## config.mk

```make
export PLATFORM = sky130hd
export DESIGN_NAME = spi_bus_arbiter
export DESIGN_NICKNAME = d
export VERILOG_FILES = /design/src/rtl/spi_bus_arbiter_pkg.sv /design/src/rtl/spi_bus_arbiter_rr_pick.sv /design/src/rtl/spi_bus_arbiter.sv
export SDC_FILE = /design/constraint.sdc
export NUM_CORES = 1
export LEC_CHECK = 0
export ABC_AREA = 1
export CAP_MARGIN = 10
export CORE_MARGIN = 1.5
export CORE_UTILIZATION = 40
export CTS_CLUSTER_DIAMETER = 80
export DETAILED_ROUTE_END_ITERATION = 7
export SLEW_MARGIN = 20
export SYNTH_ARGS = -nofsm -noshare
export SYNTH_HDL_FRONTEND = slang
export SYNTH_HIERARCHICAL = 1
export SYNTH_SLANG_ARGS = --single-unit
export TNS_END_PERCENT = 20
```

## constraint.sdc

```tcl
create_clock -name clk_usb -period 1.76 [get_ports clk_usb]
set_input_delay 0.264 -clock clk_usb [delete_from_list [all_inputs] [get_ports clk_usb]]
set_output_delay 0.264 -clock clk_usb [all_outputs]
set_load 0.02 [all_outputs]
```

## src/rtl/spi_bus_arbiter_pkg.sv

```systemverilog
// Shared types and helpers for the SPI lane arbiter.
package spi_bus_arbiter_pkg;

  typedef enum logic [1:0] {
    ST_IDLE  = 2'd0,
    ST_GRANT = 2'd1,
    ST_GAP   = 2'd2
  } state_e;

  localparam int WD_W  = 16;
  localparam int GAP_W = 4;

  function automatic int clog2(input int n);
    int r;
    r = 0;
    for (int i = 0; i < 31; i++) if ((1 << i) < n) r = i + 1;
    return r;
  endfunction

endpackage

```

## src/rtl/spi_bus_arbiter_rr_pick.sv

```systemverilog
// Round-robin selector: first eligible bit at or above ptr_i, wrapping to bit 0.
module spi_bus_arbiter_rr_pick #(
  parameter int N  = 3,
  parameter int IW = 2
) (
  input  logic [N-1:0]  elig_i,
  input  logic [IW-1:0] ptr_i,
  output logic [N-1:0]  oh_o,
  output logic [IW-1:0] idx_o,
  output logic          any_o
);

  logic found;

  always_comb begin
    oh_o  = '0;
    idx_o = '0;
    found = 1'b0;
    // Upper segment [ptr..N-1] first, then the wrapped segment [0..ptr-1].
    for (int i = 0; i < N; i++) begin
      if (!found && elig_i[i] && (i >= int'(ptr_i))) begin
        found  = 1'b1;
        oh_o[i] = 1'b1;
        idx_o  = IW'(i);
      end
    end
    for (int i = 0; i < N; i++) begin
      if (!found && elig_i[i]) begin
        found  = 1'b1;
        oh_o[i] = 1'b1;
        idx_o  = IW'(i);
      end
    end
    any_o = found;
  end

endmodule

```

## src/rtl/spi_bus_arbiter.sv

```systemverilog
// Shares one SPI lane between pNUM_REQ masters: round-robin grant, turnaround gap,
// and a watchdog that evicts a grantee whose SCK/CS stay frozen.
module spi_bus_arbiter
  import spi_bus_arbiter_pkg::*;
#(
  parameter int pNUM_REQ  = 3,
  parameter int pGAP      = 4,
  parameter int pTIMEOUT  = 65535,
  parameter bit pSCK_IDLE = 1'b0
) (
  input  logic                          clk_usb,
  input  logic                          reset_n,
  input  logic [pNUM_REQ-1:0]           req_i,
  input  logic [pNUM_REQ-1:0]           sck_i,
  input  logic [pNUM_REQ-1:0]           mosi_i,
  input  logic [pNUM_REQ-1:0]           csn_i,
  output logic [pNUM_REQ-1:0]           gnt_o,
  output logic [pNUM_REQ-1:0]           miso_o,
  output logic                          bus_sck_o,
  output logic                          bus_mosi_o,
  output logic [pNUM_REQ-1:0]           bus_csn_o,
  input  logic                          bus_miso_i,
  output logic                          busy_o,
  output logic                          timeout_o,
  output logic [clog2(pNUM_REQ)-1:0]    timeout_src_o,
  input  logic                          timeout_clr_i
);

  localparam int IW = clog2(pNUM_REQ);
  localparam bit WD_EN = (pTIMEOUT > 0);
  localparam logic [WD_W-1:0]  WD_LAST  = (pTIMEOUT > 0) ? WD_W'(pTIMEOUT - 1) : '0;
  localparam logic [GAP_W-1:0] GAP_LAST = GAP_W'(pGAP - 1);

  // Async assert, synchronous release of the internal reset.
  logic [1:0] rst_sync_q;
  logic       rst_n;

  always_ff @(posedge clk_usb or negedge reset_n) begin
    if (!reset_n) rst_sync_q <= 2'b00;
    else          rst_sync_q <= {rst_sync_q[0], 1'b1};
  end
  assign rst_n = rst_sync_q[1];

  state_e                state_q, state_d;
  logic [pNUM_REQ-1:0]   gnt_q, gnt_d;
  logic [pNUM_REQ-1:0]   mask_q, mask_d;
  logic [IW-1:0]         ptr_q, ptr_d;
  logic [IW-1:0]         idx_q, idx_d;
  logic [GAP_W-1:0]      gap_q, gap_d;
  logic [WD_W-1:0]       wd_q, wd_d;
  logic                  to_q, to_d;
  logic [IW-1:0]         src_q, src_d;
  logic [pNUM_REQ-1:0]   sck_prev_q, csn_prev_q;

  logic [pNUM_REQ-1:0]   pick_oh;
  logic [IW-1:0]         pick_idx;
  logic                  pick_any;
  logic                  activity;
  logic                  grantee_req;
  logic                  granted;

  spi_bus_arbiter_rr_pick #(.N(pNUM_REQ), .IW(IW)) u_pick (
    .elig_i (req_i & ~mask_q),
    .ptr_i  (ptr_q),
    .oh_o   (pick_oh),
    .idx_o  (pick_idx),
    .any_o  (pick_any)
  );

  assign granted     = |gnt_q;
  assign grantee_req = |(gnt_q & req_i);
  assign activity    = |(gnt_q & ((sck_i ^ sck_prev_q) | (csn_i ^ csn_prev_q)));

  always_comb begin
    state_d = state_q;
    gnt_d   = gnt_q;
    ptr_d   = ptr_q;
    idx_d   = idx_q;
    gap_d   = gap_q;
    wd_d    = wd_q;
    src_d   = src_q;
    to_d    = to_q & ~timeout_clr_i;
    mask_d  = mask_q & req_i;
    case (state_q)
      ST_IDLE: begin
        if (pick_any) begin
          gnt_d   = pick_oh;
          idx_d   = pick_idx;
          ptr_d   = (pick_idx == IW'(pNUM_REQ - 1)) ? '0 : pick_idx + 1'b1;
          wd_d    = '0;
          state_d = ST_GRANT;
        end
      end
      ST_GRANT: begin
        if (!WD_EN || activity) wd_d = '0;
        else if (wd_q != '1)    wd_d = wd_q + 1'b1;
        // A release that coincides with expiry is a normal release.
        if (!grantee_req) begin
          gnt_d   = '0;
          gap_d   = '0;
          state_d = ST_GAP;
        end else if (WD_EN && !activity && (wd_q == WD_LAST)) begin
          gnt_d   = '0;
          gap_d   = '0;
          state_d = ST_GAP;
          to_d    = 1'b1;
          src_d   = idx_q;
          mask_d  = mask_d | gnt_q;
        end
      end
      ST_GAP: begin
        wd_d = '0;
        if (gap_q == GAP_LAST) state_d = ST_IDLE;
        else                   gap_d   = gap_q + 1'b1;
      end
      default: state_d = ST_IDLE;
    endcase
  end

  always_ff @(posedge clk_usb or negedge rst_n) begin
    if (!rst_n) begin
      state_q    <= ST_IDLE;
      gnt_q      <= '0;
      mask_q     <= '0;
      ptr_q      <= '0;
      idx_q      <= '0;
      gap_q      <= '0;
      wd_q       <= '0;
      to_q       <= 1'b0;
      src_q      <= '0;
      sck_prev_q <= '0;
      csn_prev_q <= '1;
    end else begin
      state_q    <= state_d;
      gnt_q      <= gnt_d;
      mask_q     <= mask_d;
      ptr_q      <= ptr_d;
      idx_q      <= idx_d;
      gap_q      <= gap_d;
      wd_q       <= wd_d;
      to_q       <= to_d;
      src_q      <= src_d;
      sck_prev_q <= sck_i;
      csn_prev_q <= csn_i;
    end
  end

  // Pad mux is keyed only by the registered grant, so non-grantee CS never leaks.
  assign bus_sck_o     = granted ? |(gnt_q & sck_i) : pSCK_IDLE;
  assign bus_mosi_o    = |(gnt_q & mosi_i);
  assign bus_csn_o     = csn_i | ~gnt_q;
  assign miso_o        = gnt_q & {pNUM_REQ{bus_miso_i}};
  assign gnt_o         = gnt_q;
  assign busy_o        = (state_q != ST_IDLE);
  assign timeout_o     = to_q;
  assign timeout_src_o = src_q;

endmodule

```

==> impl_metrics.json <==
{
  "rr_startpoint": "wd_q[0]",
  "post-place-ws_ns": -0.226,
  "p_switching_w": 0.00143,
  "globalplace.congestion": 0.912,
  "hold_class": "primary input to asynchronous set/reset pin",
  "core_um2": 5960,
  "cts.clk_slew.worst_paths_ns": 0.08,
  "routedWlPerCell_um": 11.7,
  "cpLargestDelayFamily": "buffers and inverters",
  "initial_core_util_pct": 41.4,
  "yosysTopAreaCellShare_pct": 40.6,
  "finalClockSkew_ns": 0.0111,
  "cp-end-kind": "output port",
  "rsz0062_at_grt": "true",
  "finalHoldViolCount": 0,
  "synth.most_common_cell": "nand2_1",
  "pwr-share-comb_pct": 43.8,
  "reg2reg_slack_ns": 0.11,
  "final_util_pct": 54.9,
  "p_clk_share_pct": 17.9,
  "nFillCells": 568,
  "reg2regPathDepth": 11,
  "intPower_w": 0.00204,
  "die_x_um": 81.5,
  "htreeDepth": 2,
  "root_buffer": "clkbuf_8",
  "max_freq_ghz": 0.602,
  "synth.avg_cell_area_um2": 7.13,
  "grt_pass1_vias": 2250,
  "synthMuxAreaShare_pct": 0,
  "cp_cell_sequence": "clkdlybuf4s50_1",
  "numPortBuffers": 30,
  "grtUsageTotal_pct": 20.1,
  "syn_area_um2": 2470,
  "num-nets-final": 439,
  "pin_count": 31,
  "final-seq-area_um2": 1090,
  "ys_types": 27,
  "wirelength_met1_um": 2870,
  "cts_buffers": 5,
  "cp.arrival_ns": 1.40,
  "maxCapViolations": 0,
  "highest_layer": "met4",
  "r2r_end": "wd_q[5]",
  "grt_first_pass_wirelength_um": 10100,
  "ys_top_cells_by_area": "dfrtp_1 41%, nand2_1 23%, inv_1 5.5%, nand3_1 5.5%, nor2_1 4.7%",
  "startpoint_type": "flip-flop",
  "hpwl_um": 4450,
  "synth_ff_type": "dfrtp_1",
  "switching_share_pct": 41.1,
  "met3_wirelength_um": 188,
  "dr.pass1.iters": 4,
  "viasPerCell": 4.66,
  "drt_iter0_markers": 76,
  "n_antenna_cell": 0,
  "ant_nets": 0,
  "finalMaxSlewViolations": 0,
  "route.detailed.drc": 0,
  "synth_nets": 365,
  "yosysSeqAreaShare_pct": 43.8,
  "yosys_warnings": 6,
  "die-area_um2": 6650,
  "syn_inst": 346,
  "ys_async_sr_fraction_pct": 100,
  "cp_slowest_cell": "clkdlybuf4s50_1",
  "clkLatencyLatePin_ns": 0.30,
  "row_count": 28,
  "vias": 2309,
  "area_growth_pct": 32.6,
  "synth_area_leader_cell": "dfrtp_1",
  "timing.final.crit_share_pct": 94.3,
  "gr-total-overflow": 0,
  "cellPowerDensity_nw_per_um2": 1060,
  "ys_top_cells_by_count": "148 x nand2_1, 40 x dfrtp_1, 36 x inv_1, 31 x nor2_1, 27 x nand3_1",
  "synth_compound_area_share_pct": 2.69,
  "clockBufferDepth": 2,
  "ir_drop_mv": 0.573,
  "synth-adder-area-share_pct": 1.52,
  "seqPwrFrac_pct": 38.3,
  "cts_tree": "yes",
  "grt_max_degree": 22,
  "antenna_found_initial": 0,
  "dr_wl_met2_um": 2680,
  "synth_enable_flop_cells": 0,
  "drive_gt1_share_pct": 19.5,
  "ys_ff_latch": 43,
  "max_stage_delay_ns": 0.64,
  "outcome": "finished, final reports clean",
  "synth-xor-area-share_pct": 3.90,
  "wirelength_um": 5820,
  "multi_input_area_um2": 1250,
  "cts_sinks": 43,
  "path_buf_inv": 1,
  "synthSimpleGateAreaFrac_pct": 40.8,
  "synth_top_family_by_area": "simple AND/OR/NAND/NOR gates",
  "crit_required_ns": 1.50,
  "p_leak_nw": 1.73,
  "period_needed_ns": 1.66,
  "setup_viol": 0,
  "worst_slack_ns": 0.100,
  "worstSetupPathType": "flip-flop to output port",
  "die_h_um": 81.5,
  "cp_max_fo": 9
}
==> how the worst max path moves through the flow <==
stage	start	endpoint	slack (ns)	cells after the start
3_3_place_gp	req_i[1]	ptr_q[0]	-0.17	11
3_5_place_dp	req_i[0]	ptr_q[0]	-0.23	11
2_1_floorplan	mask_q[0]	ptr_q[0]	0.04	9
5_1_grt	wd_q[0]	wd_q[3]	-0.03	11
4_1_cts	csn_i[1]	bus_csn_o[1]	0.001	4
6_report	gnt_o[0]	gnt_o[0]	0.1	1
==> layout by cell type (no fill, tap or decap) <==
cell / count
o31ai_1: 1
nand3_2: 4
a31oi_1: 1
xnor2_1: 6
nor3_1: 6
nor2_1: 27
dfrtp_1: 35
o21bai_1: 1
o22ai_1: 1
nand2_8: 1
xor2_1: 5
conb_1: 1
nand3_1: 25
inv_2: 3
dlygate4sd2_1: 4
ha_2: 1
clkbuf_8: 5
dfrtp_2: 5
dfstp_2: 3
a31o_2: 1
clkdlybuf4s50_1: 21
nand4_1: 7
o21ai_1: 2
dlymetal6s2s_1: 5
nand2_2: 8
ha_1: 2
nand2_1: 146
nand2_4: 1
nor2_2: 7
buf_4: 40
o21ai_0: 4
nor2_4: 1
nand3b_1: 2
buf_6: 1
or2_2: 1
inv_1: 34
clkbuf_1: 3
==> repair_timing <==
action,4_1_cts,5_1_grt
pin swaps,0,3
cloned,0,0
resized for setup,7,23
buffers inserted,2,1
endpoints found under the setup margin,10,33
hold buffers,0,0
==> state kept, by name, summed over array words and instances, names as in the netlist <==
name,cells
csn_prev_q,3
gap_q,4
gnt_o,3
idx_q,2
mask_q,3
ptr_q,2
rst_sync_q,2
sck_prev_q,3
state_q,2
timeout_o,1
timeout_src_o,2
wd_q,16
==> cells by family (layout without fill, tap and decap cells) <==
logic type,Yosys count,count (layout)
simple gates,236,236
buf+inv,41,116
flops,43,43
fa+ha+maj,3,3
compound gates,11,11
other cells,1,1
xor+xnor,11,11
==> power groups by stage <==
stage / clock, W / sequential [W] / combinational [W]
floorplan: 0 / 0.00131 / 0.000904
global placement: 0 / 0.00135 / 0.00147
detailed placement: 0 / 0.00135 / 0.00149
CTS: 0.000642 / 0.00133 / 0.00150
global route: 0.000668 / 0.00135 / 0.00169
finish: 0.000620 / 0.00133 / 0.00152
==> worst reg2reg max path: cells and delay by family (launching register included) <==
kind	cells	cell delay, ns
buf+inv	2	0.19
flops	1	0.41
fa+ha+maj	1	0.21
simple gates	8	0.75
==> final cells by class <==
| cell class | count | share of cell area (%) |
|---|---|---|
| Clock buffer | 8 | 2.45 |
| Inverter | 37 | 4.25 |
| Multi-Input combinational cell | 262 | 38.3 |
| Sequential cell | 43 | 33.2 |
| Tap cell | 75 | 2.87 |
| Timing Repair Buffer | 71 | 18.9 |
==> metrics by stage <==
stage / setup TNS (ns) / area, um2 / cells / hold WS [ns] / power, W
after CTS: 0 / 3200 / 495 / 0.109 / 0.00347
after global routing: -0.0573 / 3270 / 496 / 0.110 / 0.00371
after floorplan: 0 / 2470 / 346 / -0.0316 / 0.00222
after detailed placement: -4.38 / 3110 / 485 / 0.245 / 0.00284
after global placement: -3.00 / 3110 / 485 / 0.240 / 0.00282
final: 0 / 3270 / 496 / 0.116 / 0.00347
==> layer usage <==
| layer | track usage, % | vias to the layer above |
|---|---|---|
| li1 | - | 1222 |
| met1 | 26.5 | 1052 |
| met2 | 32.7 | 28 |
| met3 | 4.33 | 7 |
| met4 | 6.55 | 0 |
| met5 | 0 | - |
Note: power is estimated with default switching activity, not from simulation.
==> variant 1: new RTL, same flow settings <==
Change the package constant `WD_W` from 16 to 14.
--- a/src/rtl/spi_bus_arbiter_pkg.sv
+++ b/src/rtl/spi_bus_arbiter_pkg.sv
@@ -7,7 +7,7 @@
     ST_GAP   = 2'd2
   } state_e;
 
-  localparam int WD_W  = 16;
+  localparam int WD_W  = 14;
   localparam int GAP_W = 4;
 
   function automatic int clog2(input int n);
Check against the original RTL: no difference found for any inputs over 10 cycles, from zero or initial values and one cycle with reset_n low; that may be too few to reach the edited logic, so the function may still have changed.
==> variant 1 against the unedited design <==
Combinational power increased by 12%; power increased by 7.0%; global-route usage decreased by 1.6 points; first-iteration DRC count increased by 38%; synthesized area decreased by 6.3%; cell area decreased by 5.8%; wire length decreased by 9.4%; worst setup slack got worse by 4.9 ps; sequential cell count decreased by 2; sequential share of layout area increased by 0.26 points; count of clock-buffer cells in the layout decreased by 1; synthesized cell count decreased by 8.7%; critical path type unchanged.
==> variant 1: results (changes against the unedited design) <==
stage	metric	value	unit	change
outcome	run_status	finished, final reports clean		unchanged
placed_design	dp_hpwl	4010	um	was 4450 um
layout	antenna_cells	0		unchanged
synth	syn_inst	316		was 346
worst_setup_path	timing.rr.end	gnt_o[1]		was wd_q[5]
clocking	cts.path.max_buffers	2		unchanged
worst_setup_path	worst-r2r-setup-slack	120	ps	
layout	top_regs	wd_q: 14 flops, gap_q: 4 flops		was wd_q: 16 flops, gap_q: 4 flops
grt	grt_pass1_wl	9160	um	was 10,100 um
worst_setup_path	worst_path_max_delay_cell	clkdlybuf4s50_1		unchanged
drt	detailroute.via_count	2155		was 2,309
clocking	worst_skew_late_latency	290	ps	
power	p_switching	1.44	mW	was 1.43 mW
worst_setup_path	critical_path.reg2reg.startpoint	wd_q[0]		unchanged
grt	gr-usage-all-layers	18.5	%	was 20.1%
placed_design	gpl.final_weighted_congestion	0.822		was 0.912
worst_setup_path	reg2reg_depth	11		unchanged
layout	post_route_cells_drive_above_1_share	19.2	%	was 19.5%
placed_design	place_inst	447		was 485
clocking	cts-buffers-inserted	5		unchanged
placed_design	dp_worst_setup_slack	-298	ps	was -226 ps
layout	total_nets_final	404		was 439
drt	totalWireLength	5280	um	was 5820 um
power	power.leakage	1.56	nW	was 1.73 nW
hold_path	min-delay-path-class	in -> async		unchanged
worst_setup_path	worst-endpoint-arrival	1400	ps	about the same
synth	yosys_warning_total	6		unchanged
synth	sequential_cell_area_fraction_in_the_yosys_report	44.6	%	was 43.8%
synth	synthTopCellsByArea	dfrtp_1 41%, nand2_1 19%, nand3_1 6.1%, inv_1 5.2%, nor2_1 3.9%		was dfrtp_1 41%, nand2_1 23%, inv_1 5.5%, nand3_1 5.5%, nor2_1 4.7%
grt	antenna_found_initial	0		unchanged
clocking	clk_pin_slew_worst_paths	80	ps	about the same
placed_design	placed_area	2920	um2	was 3110 um2
clocking	ctsHtreeMaxLevel	2		unchanged
synth	synth.distinct_cells	31		was 27
drt	first_iter_violations	105		was 76
clocking	buffer_type_at_the_clock_tree_root	clkbuf_8		unchanged
sta	hold_slack	124	ps	was 116 ps
placed_design	io_buffers	30		unchanged
worst_setup_path	cpLargestDelayFamily	buffers and inverters		unchanged
worst_setup_path	critPathMaxStageDelay	640	ps	about the same
sta	skew	7.41	ps	was 11.1 ps
power	max-vdd-ir-drop	0.000628	V	was 0.000573 V
synth	synth.net_count	335		was 365
synth	postSynth.asyncResetShare	100	%	unchanged
grt	grt_start_max_net_pins	28		was 22
grt	first_global_vias	2027		was 2,250
drt	routed_via_density	4.71		was 4.66
worst_setup_path	worstPathMaxFanout	9		unchanged
synth	ys.flop_type	dfrtp_1		unchanged
drt	drt_first_pass_iters	4		unchanged
synth	ys_top_cells_by_count	117 x nand2_1, 38 x dfrtp_1, 32 x inv_1		was 148 x nand2_1, 40 x dfrtp_1, 36 x inv_1
==> variant 1: changes by cell type after synthesis, sizes merged, moves of 4 or more <==
cell / delta
inv: +6
nand2: -35
nand4: -4
nor2: -8
o21ai: +11
xnor2: -4
==> variant 1: repair_timing <==
action | in CTS | in global routing
buffers inserted | 0 | 3
cloned | 0 | 0
gates resized for setup | 7 | 8
setup endpoints to repair | 9 | 29
hold buffers | 0 | 0
==> variant 1: kinds of logic (layout without fill, tap and decap cells) <==
group | after synthesis | count (layout) | synth area share [%]
simple gates | 194 | 194 | 36.7
buf+inv | 46 | 116 | 7.80
other cells | 1 | 1 | 0.162
flops | 41 | 41 | 44.6
compound gates | 22 | 22 | 5.74
xor+xnor | 9 | 9 | 3.41
fa+ha+maj | 3 | 3 | 1.62
==> variant 1: layout make-up <==
class                      count  area, um2
fill                         534       2460
multi-input combinational    229       1120
sequential                    41       1030
timing repair buffer          65        566
inverter                      43        161
tap                           72       90.1
clock buffer                   7       86.3
clock inverter                 1       30.0
==> variant 1: power groups by stage <==
stage	clock, mW	sequential, mW	combinational, mW
4_1_cts	0.805	1.22	1.67
2_1_floorplan	0	1.26	0.898
6_report	0.787	1.22	1.71
3_3_place_gp	0	1.24	1.68
5_1_grt	0.851	1.25	1.89
3_5_place_dp	0	1.24	1.69
==> variant 1: per-layer routing <==
metal  track usage, %  vias up  wire, um
met2             29.3       27      2420
met3             3.91        2       156
met1             25.5     1001      2670
met5                0        -         0
met4             5.61        0        27
li1                 -     1125         -
==> variant 1: how the worst max path moves through the flow <==
stage | startpoint | endpoint | slack [ps] | cells after the start
3_5_place_dp | req_i[1] | wd_q[13] | -300 | 13
2_1_floorplan | ptr_q[1] | wd_q[0] | 190 | 11
5_1_grt | wd_q[10] | gap_q[2] | -20 | 9
6_report | gnt_o[0] | gnt_o[0] | 100 | 1
3_3_place_gp | req_i[1] | wd_q[7] | -240 | 13
4_1_cts | gnt_o[0] | miso_o[0] | 5 | 3
==> variant 2: new RTL, config.mk and constraints unchanged <==
Made on the original files. Take the reset off `wd_q` and load it in a clocked block of its own.
--- a/src/rtl/spi_bus_arbiter.sv
+++ b/src/rtl/spi_bus_arbiter.sv
@@ -125,7 +125,6 @@
       ptr_q      <= '0;
       idx_q      <= '0;
       gap_q      <= '0;
-      wd_q       <= '0;
       to_q       <= 1'b0;
       src_q      <= '0;
       sck_prev_q <= '0;
@@ -137,12 +136,15 @@
       ptr_q      <= ptr_d;
       idx_q      <= idx_d;
       gap_q      <= gap_d;
-      wd_q       <= wd_d;
       to_q       <= to_d;
       src_q      <= src_d;
       sck_prev_q <= sck_i;
       csn_prev_q <= csn_i;
     end
+  end
+
+  always_ff @(posedge clk_usb) begin
+    wd_q <= wd_d;
   end
 
   // Pad mux is keyed only by the registered grant, so non-grantee CS never leaks.
Behaviour: same outputs for any inputs over 10 cycles, from zero or initial values and one cycle with reset_n low; that may be too few to reach the edited logic, so the function may still have changed.
==> variant 2 against the unedited design <==
Global-route usage is 4.6 points lower; synthesized area is 0.66% lower; wire length is 18% lower; clock skew is 6.0 ps lower; sequential cell count stayed put; cell area is 4.1% lower; worst setup slack worse by 34 ps; power is 18% higher; synthesized cell count is 13% lower; critical path depth stayed put.
==> variant 2: results (changes against the unedited design) <==
stage	metric	value	unit	change
power	p_switching	1.63	mW	was 1.43 mW
drt	wire_per_inst	10.9	um	was 11.7 um
drt	wl_met3	117	um	was 188 um
drt	met1Wirelength	2520	um	was 2870 um
synth	synth.net_count	321		was 365
layout	total_nets_final	381		was 439
synth	yosys_warning_total	6		unchanged
synth	fraction_of_synthesized_cell_area_in_xor_and_xnor_cells	2.86	%	was 3.90%
synth	ys_top_cells_by_count	106 x nand2_1, 47 x inv_1, 24 x dfrtp_1, 24 x nor2_1, 16 x edfxtp_1		was 148 x nand2_1, 40 x dfrtp_1, 36 x inv_1
synth	synth_edf_count	16		was 0
synth	postSynth.asyncResetShare	62.8	%	was 100%
layout	top_regs	wd_q: 16 flops, gap_q: 4 flops		unchanged
power	max-vdd-ir-drop	0.000707	V	was 0.000573 V
outcome	run_status	finished, final reports clean		unchanged
grt	first_global_vias	1759		was 2,250
drt	met2_wirelength	2080	um	was 2680 um
power	power.leakage	1.53	nW	was 1.73 nW
placed_design	placed_area	3000	um2	was 3110 um2
grt	global_route.usage.met1	22.7	%	was 26.5%
synth	share_of_the_synthesized_area_in_compound_gates_ao_oa_aoi_oai	4.75	%	was 2.69%
layout	fin_cells	438		was 496
grt	grt.met2_usage	22.7	%	was 32.7%
synth	synthTopCellsByArea	dfrtp_1 25%, edfxtp_1 20%, nand2_1 16%, inv_1 7.2%, nor2_1 3.7%		was dfrtp_1 41%, nand2_1 23%, inv_1 5.5%, nand3_1 5.5%, nor2_1 4.7%
placed_design	place_inst	429		was 485
synth	synthAdderAreaFrac	1.53	%	was 1.52%
drt	top_signal_layer_used	met4		unchanged
synth	synth.distinct_cells	34		was 27
grt	global_route.usage.met3	3.82	%	was 4.33%
drt	first_iter_violations	76		unchanged
grt	grt_pass1_wl	7820	um	was 10,100 um
placed_design	dp_hpwl	3630	um	was 4450 um
sta	skew	5.11	ps	was 11.1 ps
clocking	cts-buffers-inserted	5		unchanged
grt	grt_start_max_net_pins	26		was 22
layout	post_route_cells_drive_above_1_share	22.6	%	was 19.5%
grt	gr-usage-all-layers	15.5	%	was 20.1%
==> variant 2: cell count changes after synthesis, moves of 3 or more <==
| cell | before | now |
|---|---|---|
| nand2_1 | 148 | 106 |
| dfrtp_1 | 40 | 24 |
| edfxtp_1 | 0 | 16 |
| nand3_1 | 27 | 12 |
| inv_1 | 36 | 47 |
| nor2_1 | 31 | 24 |
| a21oi_1 | 0 | 4 |
| nand4_1 | 7 | 3 |
| nor2_4 | 0 | 4 |
| buf_4 | 3 | 0 |
| nand3_2 | 2 | 5 |
| o21ai_0 | 6 | 9 |
==> variant 2: area by class of cell <==
cell class | instances | area [um2]
clock inverters | 1 | 5.00
clock buffers | 7 | 86.3
inverters | 50 | 194
flip-flops and latches | 43 | 1160
multi-input cells | 206 | 1090
well taps | 75 | 93.8
repair buffers | 56 | 504
fillers | 566 | 2790
==> variant 2: repair_timing <==
item / CTS / global route
pin swaps: 0 / 7
hold buffers: 0 / 0
setup endpoints to repair: 7 / 33
setup buffers: 0 / 1
resized for setup: 7 / 13
hold endpoints to repair: 0 / 0
==> variant 2: final timing paths <==
check	from	endpoint	slack [ps]	depth (start not counted)
min in group clk_usb	rst_sync_q[0]	rst_sync_q[1]	360	0
max in group asynchronous	rst_sync_q[1]	csn_prev_q[0]	1220	1
hold / removal	reset_n	rst_sync_q[0]	130	1
hold reg to reg	rst_sync_q[1]	gap_q[0]	230	1
setup / recovery	gnt_o[0]	gnt_o[0]	70	1
setup reg to reg	wd_q[0]	wd_q[1]	70	9
==> variant 2: power by group through the flow <==
stage                     clock network (mW)  logic [mW]  registers [mW]
after floorplan                            0        1.17            1.67
after global placement                     0        1.74            1.69
after detailed placement                   0        1.77            1.69
after CTS                              0.668        1.73            1.67
after global routing                   0.705        2.01            1.72
final                                  0.635        1.80            1.67
